$ cat config.mk
export PLATFORM = sky130hd
export DESIGN_NAME = prog_loader_flat
export DESIGN_NICKNAME = d
export VERILOG_FILES = /design/src/rtl/loader_pkg.sv /design/src/rtl/prog_loader_if.sv /design/src/rtl/word_assembler.sv /design/src/rtl/prog_loader.sv /design/src/flat_wrapper.sv
export SDC_FILE = /design/constraint.sdc
export NUM_CORES = 1
export LEC_CHECK = 0
export CAP_MARGIN = 40
export CELL_PAD_IN_SITES_DETAIL_PLACEMENT = 1
export CELL_PAD_IN_SITES_GLOBAL_PLACEMENT = 1
export CORE_MARGIN = 2
export CORE_UTILIZATION = 41
export DETAILED_ROUTE_END_ITERATION = 10
export HOLD_SLACK_MARGIN = 0.06
export PLACE_DENSITY = 0.92
export SYNTH_ARGS = -nofsm -noshare
export SYNTH_HDL_FRONTEND = slang
export SYNTH_SLANG_ARGS = --single-unit
$ cat constraint.sdc
create_clock -name clk -period 3.85 [get_ports clk]
set_input_delay 0.77 -clock clk [delete_from_list [all_inputs] [get_ports clk]]
set_output_delay 0.77 -clock clk [all_outputs]
set_load 0.05 [all_outputs]
$ cat src/rtl/loader_pkg.sv
// Shared types and constants for the UART program loader.
// The loader FSM state encoding and the status bytes sent back over TX live here.
package loader_pkg;

   typedef enum logic [2:0] {
      StLen,
      StData,
      StWrite,
      StAck,
      StRun,
      StErrTx,
      StHalt
   } state_e;

   localparam logic [7:0] ACK_BYTE = 8'hAA;
   localparam logic [7:0] ERR_BYTE = 8'hEE;

endpackage

$ cat src/rtl/prog_loader_if.sv
// Byte-stream, instruction-memory write and status-byte signals of the program loader.
// master is the loader side, slave is the UART / memory side.
interface prog_loader_if #(
   parameter int unsigned ADDR_W = 12
);

   logic              rx_valid;
   logic [7:0]        rx_data;
   logic              rx_ready;
   logic              imem_we;
   logic [ADDR_W-1:0] imem_addr;
   logic [31:0]       imem_wdata;
   logic              tx_valid;
   logic [7:0]        tx_data;
   logic              tx_ready;

   modport master (
      input  rx_valid, rx_data, tx_ready,
      output rx_ready, imem_we, imem_addr, imem_wdata, tx_valid, tx_data
   );

   modport slave (
      output rx_valid, rx_data, tx_ready,
      input  rx_ready, imem_we, imem_addr, imem_wdata, tx_valid, tx_data
   );

endinterface

$ cat src/rtl/word_assembler.sv
// Collects four accepted bytes little-endian into a 32-bit word.
// word_done_o pulses in the cycle the fourth byte is accepted.
module word_assembler (
   input  logic        clk,
   input  logic        rstn,
   input  logic        byte_valid_i,
   input  logic [7:0]  byte_i,
   output logic [31:0] word_o,
   output logic        word_done_o
);

   logic [1:0]  cnt_q, cnt_d;
   logic [31:0] word_q, word_d;

   always_comb begin
      cnt_d  = cnt_q;
      word_d = word_q;
      if (byte_valid_i) begin
         cnt_d  = cnt_q + 2'd1;
         // Shift right so the first byte ends up in bits [7:0] after four bytes.
         word_d = {byte_i, word_q[31:8]};
      end
   end

   always_ff @(posedge clk) begin
      if (!rstn) begin
         cnt_q  <= 2'd0;
         word_q <= 32'd0;
      end else begin
         cnt_q  <= cnt_d;
         word_q <= word_d;
      end
   end

   assign word_o      = word_q;
   assign word_done_o = byte_valid_i && (cnt_q == 2'd3);

endmodule

$ cat src/rtl/prog_loader.sv
// UART program loader: receives a word count and that many instruction words, writes them to
// instruction memory, acknowledges over TX and releases the core from reset.
module prog_loader
   import loader_pkg::*;
#(
   parameter int unsigned MAX_WORDS = 1024,
   parameter int unsigned ADDR_W    = 12
) (
   input  logic          clk,
   input  logic          rstn,
   prog_loader_if.master bus,
   output logic          core_rstn,
   output logic          done,
   output logic          err
);

   localparam int unsigned IDX_W = $clog2(MAX_WORDS) + 1;

   state_e            state_q, state_d;
   logic [31:0]       n_q, n_d;
   logic [IDX_W-1:0]  idx_q, idx_d;
   logic              rx_ready_q, rx_ready_d;
   logic              rx_fire;
   logic              word_done;
   logic [31:0]       asm_word;
   logic [31:0]       full_word;
   logic [31:0]       idx_inc;

   assign rx_fire = bus.rx_valid & rx_ready_q;

   word_assembler u_word_assembler (
      .clk          (clk),
      .rstn         (rstn),
      .byte_valid_i (rx_fire),
      .byte_i       (bus.rx_data),
      .word_o       (asm_word),
      .word_done_o  (word_done)
   );

   // Complete word including the byte being accepted this cycle; only meaningful on word_done.
   assign full_word = {bus.rx_data, asm_word[31:8]};
   assign idx_inc   = 32'(idx_q) + 32'd1;

   always_comb begin
      state_d = state_q;
      n_d     = n_q;
      idx_d   = idx_q;
      unique case (state_q)
         StLen: begin
            if (word_done) begin
               n_d   = full_word;
               idx_d = '0;
               if (full_word == 32'd0) begin
                  state_d = StAck;
               end else if (full_word > MAX_WORDS) begin
                  state_d = StErrTx;
               end else begin
                  state_d = StData;
               end
            end
         end
         StData: begin
            if (word_done) state_d = StWrite;
         end
         StWrite: begin
            idx_d   = idx_inc[IDX_W-1:0];
            state_d = (idx_inc == n_q) ? StAck : StData;
         end
         StAck: begin
            if (bus.tx_ready) state_d = StRun;
         end
         StErrTx: begin
            if (bus.tx_ready) state_d = StHalt;
         end
         StRun, StHalt: state_d = state_q;
         default: state_d = StLen;
      endcase
      // Registered so rx_ready is low in the reset cycle and drops the cycle WRITE is entered.
      rx_ready_d = (state_d == StLen) || (state_d == StData);
   end

   always_ff @(posedge clk) begin
      if (!rstn) begin
         state_q    <= StLen;
         n_q        <= 32'd0;
         idx_q      <= '0;
         rx_ready_q <= 1'b0;
      end else begin
         state_q    <= state_d;
         n_q        <= n_d;
         idx_q      <= idx_d;
         rx_ready_q <= rx_ready_d;
      end
   end

   assign bus.rx_ready   = rx_ready_q;
   assign bus.imem_we    = (state_q == StWrite);
   assign bus.imem_addr  = {idx_q[ADDR_W-3:0], 2'b00};
   assign bus.imem_wdata = asm_word;
   assign bus.tx_valid   = (state_q == StAck) || (state_q == StErrTx);
   assign bus.tx_data    = (state_q == StAck)   ? ACK_BYTE :
                           (state_q == StErrTx) ? ERR_BYTE : 8'h00;
   assign core_rstn      = (state_q == StRun);
   assign done           = (state_q == StRun);
   assign err            = (state_q == StHalt);

endmodule

$ cat src/flat_wrapper.sv
// flat-port wrapper written by rule: the top's interface ports become plain ports
module prog_loader_flat import loader_pkg::*;
#(
   parameter int unsigned MAX_WORDS = 1024,
   parameter int unsigned ADDR_W    = 12
)
  (clk, rstn, core_rstn, done, err, bus_rx_valid, bus_rx_data, bus_tx_ready, bus_rx_ready, bus_imem_we, bus_imem_addr, bus_imem_wdata, bus_tx_valid, bus_tx_data);
  prog_loader_if #(.ADDR_W(ADDR_W)) bus_i ();
  input  logic clk;
  input  logic rstn;
  output logic core_rstn;
  output logic done;
  output logic err;
  input wire logic [$bits(bus_i.rx_valid)-1:0] bus_rx_valid;
  input wire logic [$bits(bus_i.rx_data)-1:0] bus_rx_data;
  input wire logic [$bits(bus_i.tx_ready)-1:0] bus_tx_ready;
  output wire logic [$bits(bus_i.rx_ready)-1:0] bus_rx_ready;
  output wire logic [$bits(bus_i.imem_we)-1:0] bus_imem_we;
  output wire logic [$bits(bus_i.imem_addr)-1:0] bus_imem_addr;
  output wire logic [$bits(bus_i.imem_wdata)-1:0] bus_imem_wdata;
  output wire logic [$bits(bus_i.tx_valid)-1:0] bus_tx_valid;
  output wire logic [$bits(bus_i.tx_data)-1:0] bus_tx_data;
  assign bus_i.rx_valid = bus_rx_valid;
  assign bus_i.rx_data = bus_rx_data;
  assign bus_i.tx_ready = bus_tx_ready;
  assign bus_rx_ready = bus_i.rx_ready;
  assign bus_imem_we = bus_i.imem_we;
  assign bus_imem_addr = bus_i.imem_addr;
  assign bus_imem_wdata = bus_i.imem_wdata;
  assign bus_tx_valid = bus_i.tx_valid;
  assign bus_tx_data = bus_i.tx_data;
  prog_loader #(.MAX_WORDS(MAX_WORDS), .ADDR_W(ADDR_W)) u_core (.clk(clk), .rstn(rstn), .bus(bus_i), .core_rstn(core_rstn), .done(done), .err(err));
endmodule
==> metrics.cfg <==
[status]
status = finished, final reports clean

[floorplan]
die_width_um = 99.1
die_h_um = 99.1
io_pins = 70
row_count = 34
core_region_area_um2 = 8760
initial_core_util_pct = 42.3
die_area_um2 = 9820

[run]
drv_cap = 0

[finish]
seqCellArea_um2 = 1620
multi_input_area_um2 = 1810
drive_gt1_share_pct = 6.08
area.growth.synth_to_final_pct = 20.9
layout.nets = 536
post_layout_nonfiller_instances = 634
fin_util_pct = 51.2
num-fill-cells = 1080
antenna-diode-count = 0

[worst_setup_path]
r2r-start = u_core.state_q[1]$_SDFF_PN0_
reg2reg_to = u_core.bus.rx_ready$_SDFF_PN0_
worst-path-buf-inv = 2
max_stage_delay_ns = 0.81
crit_path_end_kind = output pin
startpoint = u_core.state_q[1]$_SDFF_PN0_
path_delay_family = buffers and inverters
worstPathCellList = nand2_1, inv_1, clkdlybuf4s50_1
cp_num_cells = 3
r2r_cells = 8
arrival_ns = 2.38
critPathRequiredTime_ns = 3.08
start_kind = flip-flop
critPathMaxFanout = 13
ff2ff_setup_slack_ns = 1.12
endpoint = bus_imem_we
cp_slowest_cell = clkdlybuf4s50_1
critPathKind = flip-flop to output pin

[power]
max-vdd-ir-drop_v = 0.000194
power.leakage_nw = 1.52
p_total_mw = 1.52
power_density_nw_per_um2 = 338

[routing]
via_count = 3580
wl_per_cell_um = 17.9
viasPerCell = 5.65
first_pass_iters = 4
postRouteAntennaNets = 0
drt_wl_total_mm = 11.3
initialDrtViolationCount = 188
drcViolationCount = 0

[sta]
final.setup.worst_slack_ns = 0.703
hold_violations = 0
relSlewSlack_pct = 54.6
max_freq_ghz = 0.318
tns_ns = 0
slew_violations = 0
finalCritPeriodShare_pct = 81.7
skew_ns = 0.00983
worstMarginPinSlew_ns = 0.680
setup_violations = 0
fin_crit_ns = 3.15
rsz0062_at_grt = no

[clocking]
cts_root_buf = clkbuf_8
htree_levels = 3
cts-resized-gates = 0
tritoncts = yes
post_cts_buffers = 0
clk_latency_ns = 0.36
clockBufferDepth = 2
clk_pin_slew_worst_paths_ns = 0.09
cts_sinks = 81
cts_buffers = 9
ctsHoldBuffers = 0

[global_routing]
grt_first_pass_wirelength_mm = 18.6
grt_max_degree = 43
grt_antenna_before_repair = 0
grt_overflow = 0
grt_usage_pct = 23.6
first_global_vias = 3770

[logic_synthesis]
syn_inst = 487
synthFlopType = dfxtp_1
synth_area_um2 = 3710
synth_top_cell_area_share_pct = 43.7
synthTopCellsByArea = dfxtp_1 (44%), nand2_1 (15%), a21oi_1 (11%)
avgSynthCellArea_um2 = 7.62
yosys_register_bits = 81
synthDistinctLibCells = 50
netlist_top_cells_count = nand2_1 (146), dfxtp_1 (81), a21oi_1 (78), clkbuf_1 (24), buf_4 (20)
synth_area_leader_cell = dfxtp_1
synth_edf_count = 0
async_reset_ff_share_pct = 0
yosysMostFrequentCell = nand2_1
synth_warnings = 0
seq_area_frac_synth_pct = 43.7

[place]
port_buffers = 65
hpwlAfterDp_mm = 7.80
dp_cells = 619
pre_cts_ws_ns = 0.897
gp_congestion = 0.833

[hold_path]
hold_path.startpoint = u_core.n_q[24]$_SDFFE_PN0P_
hp-class = flip-flop to flip-flop

[metal layers]
metal,wire [um],up-vias,global-route usage (%)
met5,0,-,0
met4,276,0,9.38
met3,455,27,5.13
met2,5910,103,43.0
met1,4690,1745,26.7
li1,-,1705,-
[layout by cell type (no fill, tap or decap), types with 9 or more instances in the layout]
| cell type | synthesis | routed |
|---|---|---|
| clkbuf_8 | 0 | 9 |
| dfxtp_1 | 81 | 81 |
| nor2_1 | 18 | 18 |
| xnor2_1 | 9 | 9 |
| nand3_1 | 9 | 9 |
| nand2_1 | 146 | 146 |
| clkdlybuf4s50_1 | 0 | 65 |
| a21oi_1 | 78 | 78 |
| nor4_1 | 13 | 12 |
| o21ai_0 | 11 | 11 |
[worst register-to-register path, cell delays in order, from the launching register on]
cell and delay (ns):
dfxtp_1 0.61, nand2_1 0.42, inv_1 0.18, buf_4 0.20, nand4_1 0.18, a2111oi_2 0.29
nand3_1 0.16, a2111o_1 0.46, o2bb2ai_1 0.14
[worst min-delay path by stage]
| stage | slack, ns | end | cells after the start |
|---|---|---|---|
| floorplan | 0.44 | u_core.n_q[14]$_SDFFE_PN0P_ | 2 |
| global placement | 0.44 | u_core.n_q[21]$_SDFFE_PN0P_ | 2 |
| detailed placement | 0.45 | u_core.n_q[24]$_SDFFE_PN0P_ | 2 |
| CTS | 0.46 | u_core.n_q[24]$_SDFFE_PN0P_ | 2 |
| global route | 0.48 | u_core.n_q[31]$_SDFFE_PN0P_ | 2 |
| finish | 0.46 | u_core.n_q[24]$_SDFFE_PN0P_ | 2 |
[cells by family after synthesis]
family | share of synthesized area, %
buffers and inverters | 7.93
AO/OA/AOI/OAI | 16.8
multiplexers | 0.573
adder cells (fa/ha/maj) | 0.674
other | 0.101
flip-flops | 43.7
AND/OR/NAND/NOR | 26.4
XOR/XNOR | 3.78
[flip-flops by register name, summed over array words and instances (netlist names)]
signal                          cells
u_core.n_q                         32
u_core.idx_q                       11
u_core.bus.rx_ready                 1
u_core.u_word_assembler.cnt_q       2
u_core.state_q                      3
u_core.u_word_assembler.word_o     32
[metrics by stage]
stage | area (um^2) | hold slack (ns)
final | 4490 | 0.457
after detailed placement | 4320 | 0.447
after global routing | 4490 | 0.477
after global placement | 4290 | 0.442
after floorplan | 3720 | 0.436
after CTS | 4490 | 0.460
[final cells by class]
class / instances / area share (%)
multi-input combinational: 353 / 40.4
sequential: 81 / 36.1
timing repair buffer: 71 / 16.2
tap: 108 / 3.01
clock buffer: 9 / 2.76
clock inverter: 6 / 0.976
inverter: 6 / 0.502
[where the power goes]
part	leakage (nW)	internal (mW)	switching [mW]
combinational	0.778	0.0349	0.0748
sequential	0.654	0.845	0.0118
clock	0.0854	0.233	0.319
Note: power is estimated with default switching activity, not from simulation.
